==> config.mk <==
export PLATFORM = sky130hd
export DESIGN_NAME = data_mem_ctrl
export DESIGN_NICKNAME = d
export VERILOG_FILES = /design/src/rtl/data_mem_ctrl.sv
export SDC_FILE = /design/constraint.sdc
export NUM_CORES = 2
export LEC_CHECK = 0
export ABC_AREA = 0
export CAP_MARGIN = 0
export CELL_PAD_IN_SITES_DETAIL_PLACEMENT = 1
export CELL_PAD_IN_SITES_GLOBAL_PLACEMENT = 2
export CORE_UTILIZATION = 45
export CTS_CLUSTER_DIAMETER = 50
export DETAILED_ROUTE_END_ITERATION = 7
export PLACE_DENSITY = 0.71
export RECOVER_POWER = 25
export SYNTH_ARGS = -nofsm -noshare
export SYNTH_HDL_FRONTEND = slang
export SYNTH_SLANG_ARGS = --single-unit
export TNS_END_PERCENT = 50
==> constraint.sdc <==
create_clock -name Clock -period 7.58 [get_ports Clock]
set_clock_uncertainty 0.15 [all_clocks]
set_input_delay 1.137 -clock Clock [delete_from_list [all_inputs] [get_ports Clock]]
set_output_delay 1.137 -clock Clock [all_outputs]
set_load 0.005 [all_outputs]
==> src/rtl/data_mem_ctrl.sv <==
// ---------------------------------------------------------------------------
// data_mem_ctrl
//   Data-memory and memory-mapped I/O controller sitting behind the
//   processor's load/store port. Each request is decoded on ADDR[15:12]:
//     4'h0  internal RAM (2**AW x 16, index ADDR[AW-1:0], upper bits alias)
//     4'h1  LED register (write DOUT[9:0], read {6'b0, LEDR})
//     4'h3  switch input (read {6'b0, synchronised SW}, writes dropped)
//     other reads return 16'h0000, writes dropped
//   Writes complete in 1 cycle and reads in 1+RD_LAT cycles, each signalled
//   by a single-cycle Ready pulse. Mem holds the last read value.
//
// Ports
//   Clock    in   rising-edge clock
//   Reset    in   synchronous active-high reset (RAM contents kept)
//   Req      in   access request, only sampled while idle
//   ADDR     in   [15:0] access address
//   DOUT     in   [15:0] write data
//   W        in   1 = write, 0 = read
//   SW       in   [9:0] asynchronous switches
//   Mem      out  [15:0] registered read data
//   Ready    out  one-cycle completion pulse
//   Busy     out  access in flight
//   LEDR     out  [9:0] LED register
//   Overrun  out  sticky flag: Req seen while Busy
// ---------------------------------------------------------------------------
module data_mem_ctrl #(
    parameter int AW     = 7,
    parameter int RD_LAT = 1
) (
    input  logic        Clock,
    input  logic        Reset,
    input  logic        Req,
    input  logic [15:0] ADDR,
    input  logic [15:0] DOUT,
    input  logic        W,
    input  logic [9:0]  SW,
    output logic [15:0] Mem,
    output logic        Ready,
    output logic        Busy,
    output logic [9:0]  LEDR,
    output logic        Overrun
);

    localparam int         DEPTH    = 1 << AW;
    localparam logic [1:0] CNT_INIT = 2'(RD_LAT - 1);
    localparam logic [3:0] REG_RAM  = 4'h0;
    localparam logic [3:0] REG_LED  = 4'h1;
    localparam logic [3:0] REG_SW   = 4'h3;

    typedef enum logic [1:0] {IDLE, WRITE, RD_WAIT, RD_DONE} state_t;

    state_t      state;
    logic [1:0]  cnt;
    logic [9:0]  sw_meta;
    logic [9:0]  sw_sync;
    logic [15:0] ram [DEPTH];

    logic [3:0]    region_p0;
    logic [AW-1:0] idx_p0;
    logic [15:0]   dout_p0;
    logic [15:0]   rd_next;
    logic [15:0]   rd_p1;
    logic          ram_we;

    // Address bits between the RAM index and the region field only alias.
    logic unused_addr;
    assign unused_addr = ^ADDR[11:AW];

    assign Busy = (state != IDLE);

    // Switch synchroniser
    always_ff @(posedge Clock) begin
        if (Reset) begin
            sw_meta <= '0;
            sw_sync <= '0;
        end else begin
            sw_meta <= SW;
            sw_sync <= sw_meta;
        end
    end

    // Stage p0: request fields captured at the acceptance edge
    always_ff @(posedge Clock) begin
        if (!Reset && state == IDLE && Req) begin
            region_p0 <= ADDR[15:12];
            idx_p0    <= ADDR[AW-1:0];
            dout_p0   <= DOUT;
        end
    end

    // RAM write port; no reset so contents survive Reset.
    assign ram_we = !Reset && state == WRITE && region_p0 == REG_RAM;

    always_ff @(posedge Clock) begin
        if (ram_we) begin
            ram[idx_p0] <= dout_p0;
        end
    end

    always_comb begin
        rd_next = 16'h0000;
        case (region_p0)
            REG_RAM: rd_next = ram[idx_p0];
            REG_LED: rd_next = {6'b0, LEDR};
            REG_SW:  rd_next = {6'b0, sw_sync};
            default: rd_next = 16'h0000;
        endcase
    end

    // Stage p1: read data captured on the last RD_WAIT cycle
    always_ff @(posedge Clock) begin
        if (state == RD_WAIT && cnt == 2'd0) begin
            rd_p1 <= rd_next;
        end
    end

    // Control FSM with registered outputs
    always_ff @(posedge Clock) begin
        if (Reset) begin
            state   <= IDLE;
            cnt     <= '0;
            Mem     <= '0;
            Ready   <= 1'b0;
            LEDR    <= '0;
            Overrun <= 1'b0;
        end else begin
            Ready <= 1'b0;
            if (Req && state != IDLE) begin
                Overrun <= 1'b1;
            end
            case (state)
                IDLE: begin
                    if (Req) begin
                        state <= W ? WRITE : RD_WAIT;
                        cnt   <= CNT_INIT;
                    end
                end
                WRITE: begin
                    if (region_p0 == REG_LED) begin
                        LEDR <= dout_p0[9:0];
                    end
                    Ready <= 1'b1;
                    state <= IDLE;
                end
                RD_WAIT: begin
                    if (cnt == 2'd0) begin
                        state <= RD_DONE;
                    end else begin
                        cnt <= cnt - 2'd1;
                    end
                end
                RD_DONE: begin
                    Mem   <= rd_p1;
                    Ready <= 1'b1;
                    state <= IDLE;
                end
                default: state <= IDLE;
            endcase
        end
    end

endmodule

==> impl_metrics.csv <==
group,metric,value,unit
run_status,status,"finished with violations",
run_status,violations,"max-capacitance violations, max-slew violations",
timing,hold_violations_final,0,
timing,worstMarginPinSlew,4.27,ns
worst_setup_path,worstPathBufferInverterCount,2,
final_layout,layout.nets,4235,
global_routing,largest_net_degree_at_the_start_of_global_routing,130,
pwr,total_leakage_power,29.6,nW
final_layout,most-common-layout-cells,"sky130_fd_sc_hd__edfxtp_1, sky130_fd_sc_hd__mux4_2, sky130_fd_sc_hd__clkbuf_16",
global_routing,grt_pass1_vias,42000,
floorplanning,boundaryPins,75,
placed_design,post-place-cells,6336,
pwr,sequential_power_share,51.4,%
floorplanning,die_x,430,um
final_layout,area_delta_synth_final,13.6,%
clocking,clkSinkCount,2150,
final_layout,final_layout_size_suffix_gt1_share,23.4,%
floorplanning,die-height,430,um
clocking,clkLatencyLatePin,0.85,ns
yosys,avgSynthCellArea,21.2,sq um
route,detailroute.via_count,41500,
clocking,clkSlewWorstSetupHoldPaths,0.06,ns
placed_design,placer_congestion,0.859,
floorplanning,std_cell_rows,156,
yosys,postSynthCellCount,3901,
global_routing,grt_antenna_before_repair,16,
yosys,synth_warnings,0,
placed_design,port_buffers,69,
yosys,number_of_nets_in_the_synthesized_netlist,3948,
yosys,post_synth_num_cell_types,68,
route,first_iter_violations,4930,
worst_setup_path,worstPathCellList,"clkbuf_1, clkbuf_1",
timing,whs,0.297,ns
worst_setup_path,critical-path-max-stage-delay,2.89,ns
hold_path,hold_wc_path_type,"reg2reg",
pwr,power_switching_share,22.2,%
pwr,switching_power,5.64,mW
clocking,tritoncts,"done",
pwr,clkPwrFrac,42.5,%
worst_setup_path,start_kind,"register",
timing,slew-limit-headroom,-185,%
clocking,post-cts-setup-buffer-count,0,
route,drt_wl_total,233,mm
pwr,post-layout-total-power,25.4,mW
worst_setup_path,cpLargestDelayFamily,"buffers and inverters",
global_routing,wire_length_of_the_first_global_routing_pass,326,mm
worst_setup_path,critical_path.most_common_cell,"sky130_fd_sc_hd__clkbuf_1",
route,wl_per_cell,34.5,um
clocking,number_of_buffers_on_the_longest_clock_path,3,
final_layout,final_common_cell,"sky130_fd_sc_hd__edfxtp_1",
clocking,cts_resized,0,
global_routing,grt-ovfl-total,0,
clocking,cts_max_level,4,
worst_setup_path,path_class,"reg2reg",
yosys,synth_seq_area_share,77.5,%
global_routing,grt.total_usage,25.1,%
yosys,synth_area,82600,sq um
route,detail_route.drc_violations,0,
flow_run,maxCapViolCount,21,
floorplanning,initial_core_util,45.5,%
pwr,p_comb_share,6.1,%
timing,setup_viol,0,
yosys,ys_seq_elements,2150,
placed_design,hpwl,141,mm
pwr,power.density,271,nW/um^2
worst_setup_path,critical_path.max_fanout,82,
floorplanning,die_outline_area,185000,sq um
yosys,synth_enable_flop_cells,2091,
timing,max_freq,162,MHz
yosys,synth_async_sr_flop_share,0,%
timing,grt_setup_unrepaired,"false",
route,drt-vias-per-instance,6.14,
worst_setup_path,cp_data_arrival_time,6.07,ns
final_layout,finalCoreUtilization,51.7,%
timing,finalSetupTns,0,ns
pwr,ir_worst_vdd,0.247,mV
route,number_of_detailed_route_iterations_in_the_first_pass,6,
timing,slew_viol_final,1222,
timing,post-route-min-period,6.17,ns
floorplanning,core_area,182000,sq um
clocking,cts.root.buffer_cell,"sky130_fd_sc_hd__clkbuf_16",
timing,post-route-period-util,81.4,%
clocking,tritoncts.num_buffers,220,
route,route.antenna.remaining_nets,0,
worst_setup_path,worstSetupEndpointType,"register",
yosys,top_reg_cell_synth,"sky130_fd_sc_hd__edfxtp_1",
pwr,p_int,19.8,mW
clocking,count_of_hold_buffers_inserted_by_post_cts_repair,0,
worst_setup_path,worst-endpoint-required,7.48,ns
final_layout,finished_layout_cells,6750,
worst_setup_path,critical_path.slowest_cell,"sky130_fd_sc_hd__clkbuf_1",
## power groups by stage
stage	logic (mW)	registers, mW	clock network [mW]
detailed placement	1.57	13.3	0
finish	1.55	13.1	10.8
floorplan	0.932	13.4	0
global route	1.62	13.1	11.3
CTS	1.57	13.1	11.0
global placement	1.55	13.3	0
## metal layers
layer	vias up	global-route usage, %	share of wire, %
met2	1727	40.8	49
li1	16900	-	-
met5	-	0	0.018
met4	6	9.33	3.9
met1	22500	34.4	41
met3	351	4.02	7.0
## layout make-up
class | count | area [sq um]
repair buffers | 272 | 2270
flip-flops and latches | 2150 | 64000
fillers | 15900 | 87700
diodes | 2 | 5.00
inverters | 9 | 36.3
well taps | 2370 | 2970
clock buffers | 277 | 5840
multi-input cells | 1535 | 17400
clock inverters | 135 | 1340
## Yosys cell counts (32+ instances only)
cell type                     n  area (sq um)
sky130_fd_sc_hd__a22oi_1     41           308
sky130_fd_sc_hd__buf_6       32           360
sky130_fd_sc_hd__o221ai_1    40           350
sky130_fd_sc_hd__nand3_1     37           185
sky130_fd_sc_hd__nand2_1    156           586
sky130_fd_sc_hd__o21ai_0     32           160
sky130_fd_sc_hd__a21oi_1     76           380
sky130_fd_sc_hd__mux4_2     458         10300
sky130_fd_sc_hd__nor2b_1     43           269
sky130_fd_sc_hd__edfxtp_1  2091         62800
sky130_fd_sc_hd__dfxtp_1     59          1180
sky130_fd_sc_hd__o22ai_1     43           269
sky130_fd_sc_hd__nor2_1     178           668
sky130_fd_sc_hd__mux2i_1    188          1880
sky130_fd_sc_hd__clkbuf_1    85           319
sky130_fd_sc_hd__buf_2       48           240
## worst reg2reg max path: cells and delay by family (launching register included)
| family | cells | cell delay, ns |
|---|---|---|
| buf+inv | 2 | 4.71 |
| flops | 1 | 0.32 |
## flip-flops by register name (all words and copies together) (netlist names), named ones only
register,count
cnt,2
Overrun,1
sw_sync,10
ram,2048
state,2
Mem,16
Ready,1
LEDR,10
sw_meta,10
dout_p0,16
idx_p0,7
rd_p1,16
region_p0,4
## worst paths after layout
path	startpoint	end	slack (ns)	cells after the start
worst max-delay path	dout_p0[10]$_DFFE_PP_	ram[19][10]$_DFFE_PP_	1.41	2
worst min register to register	sw_meta[5]$_SDFF_PP0_	sw_sync[5]$_SDFF_PP0_	0.30	1
worst max register to register	dout_p0[10]$_DFFE_PP_	ram[19][10]$_DFFE_PP_	1.41	2
worst min-delay path	sw_meta[5]$_SDFF_PP0_	sw_sync[5]$_SDFF_PP0_	0.30	1
## stage by stage
step	area, sq um	setup slack, ns
2_1_floorplan	82600	3.97
3_3_place_gp	86700	2.45
3_5_place_dp	86700	2.37
4_1_cts	93900	2.52
5_1_grt	93800	1.23
6_report	93800	1.41
## kinds of logic after synthesis
| logic type | count (synthesis) | share of synthesized area [%] |
|---|---|---|
| DFF | 2150 | 77.5 |
| muxes | 669 | 15.2 |
| and+or+nand+nor | 525 | 2.91 |
| AOI/OAI and AO/OA | 340 | 2.83 |
| buffers and inverters | 216 | 1.61 |
| adders and majority gates | 1 | 0.0151 |
No activity file was read; power rests on OpenSTA's default activity.
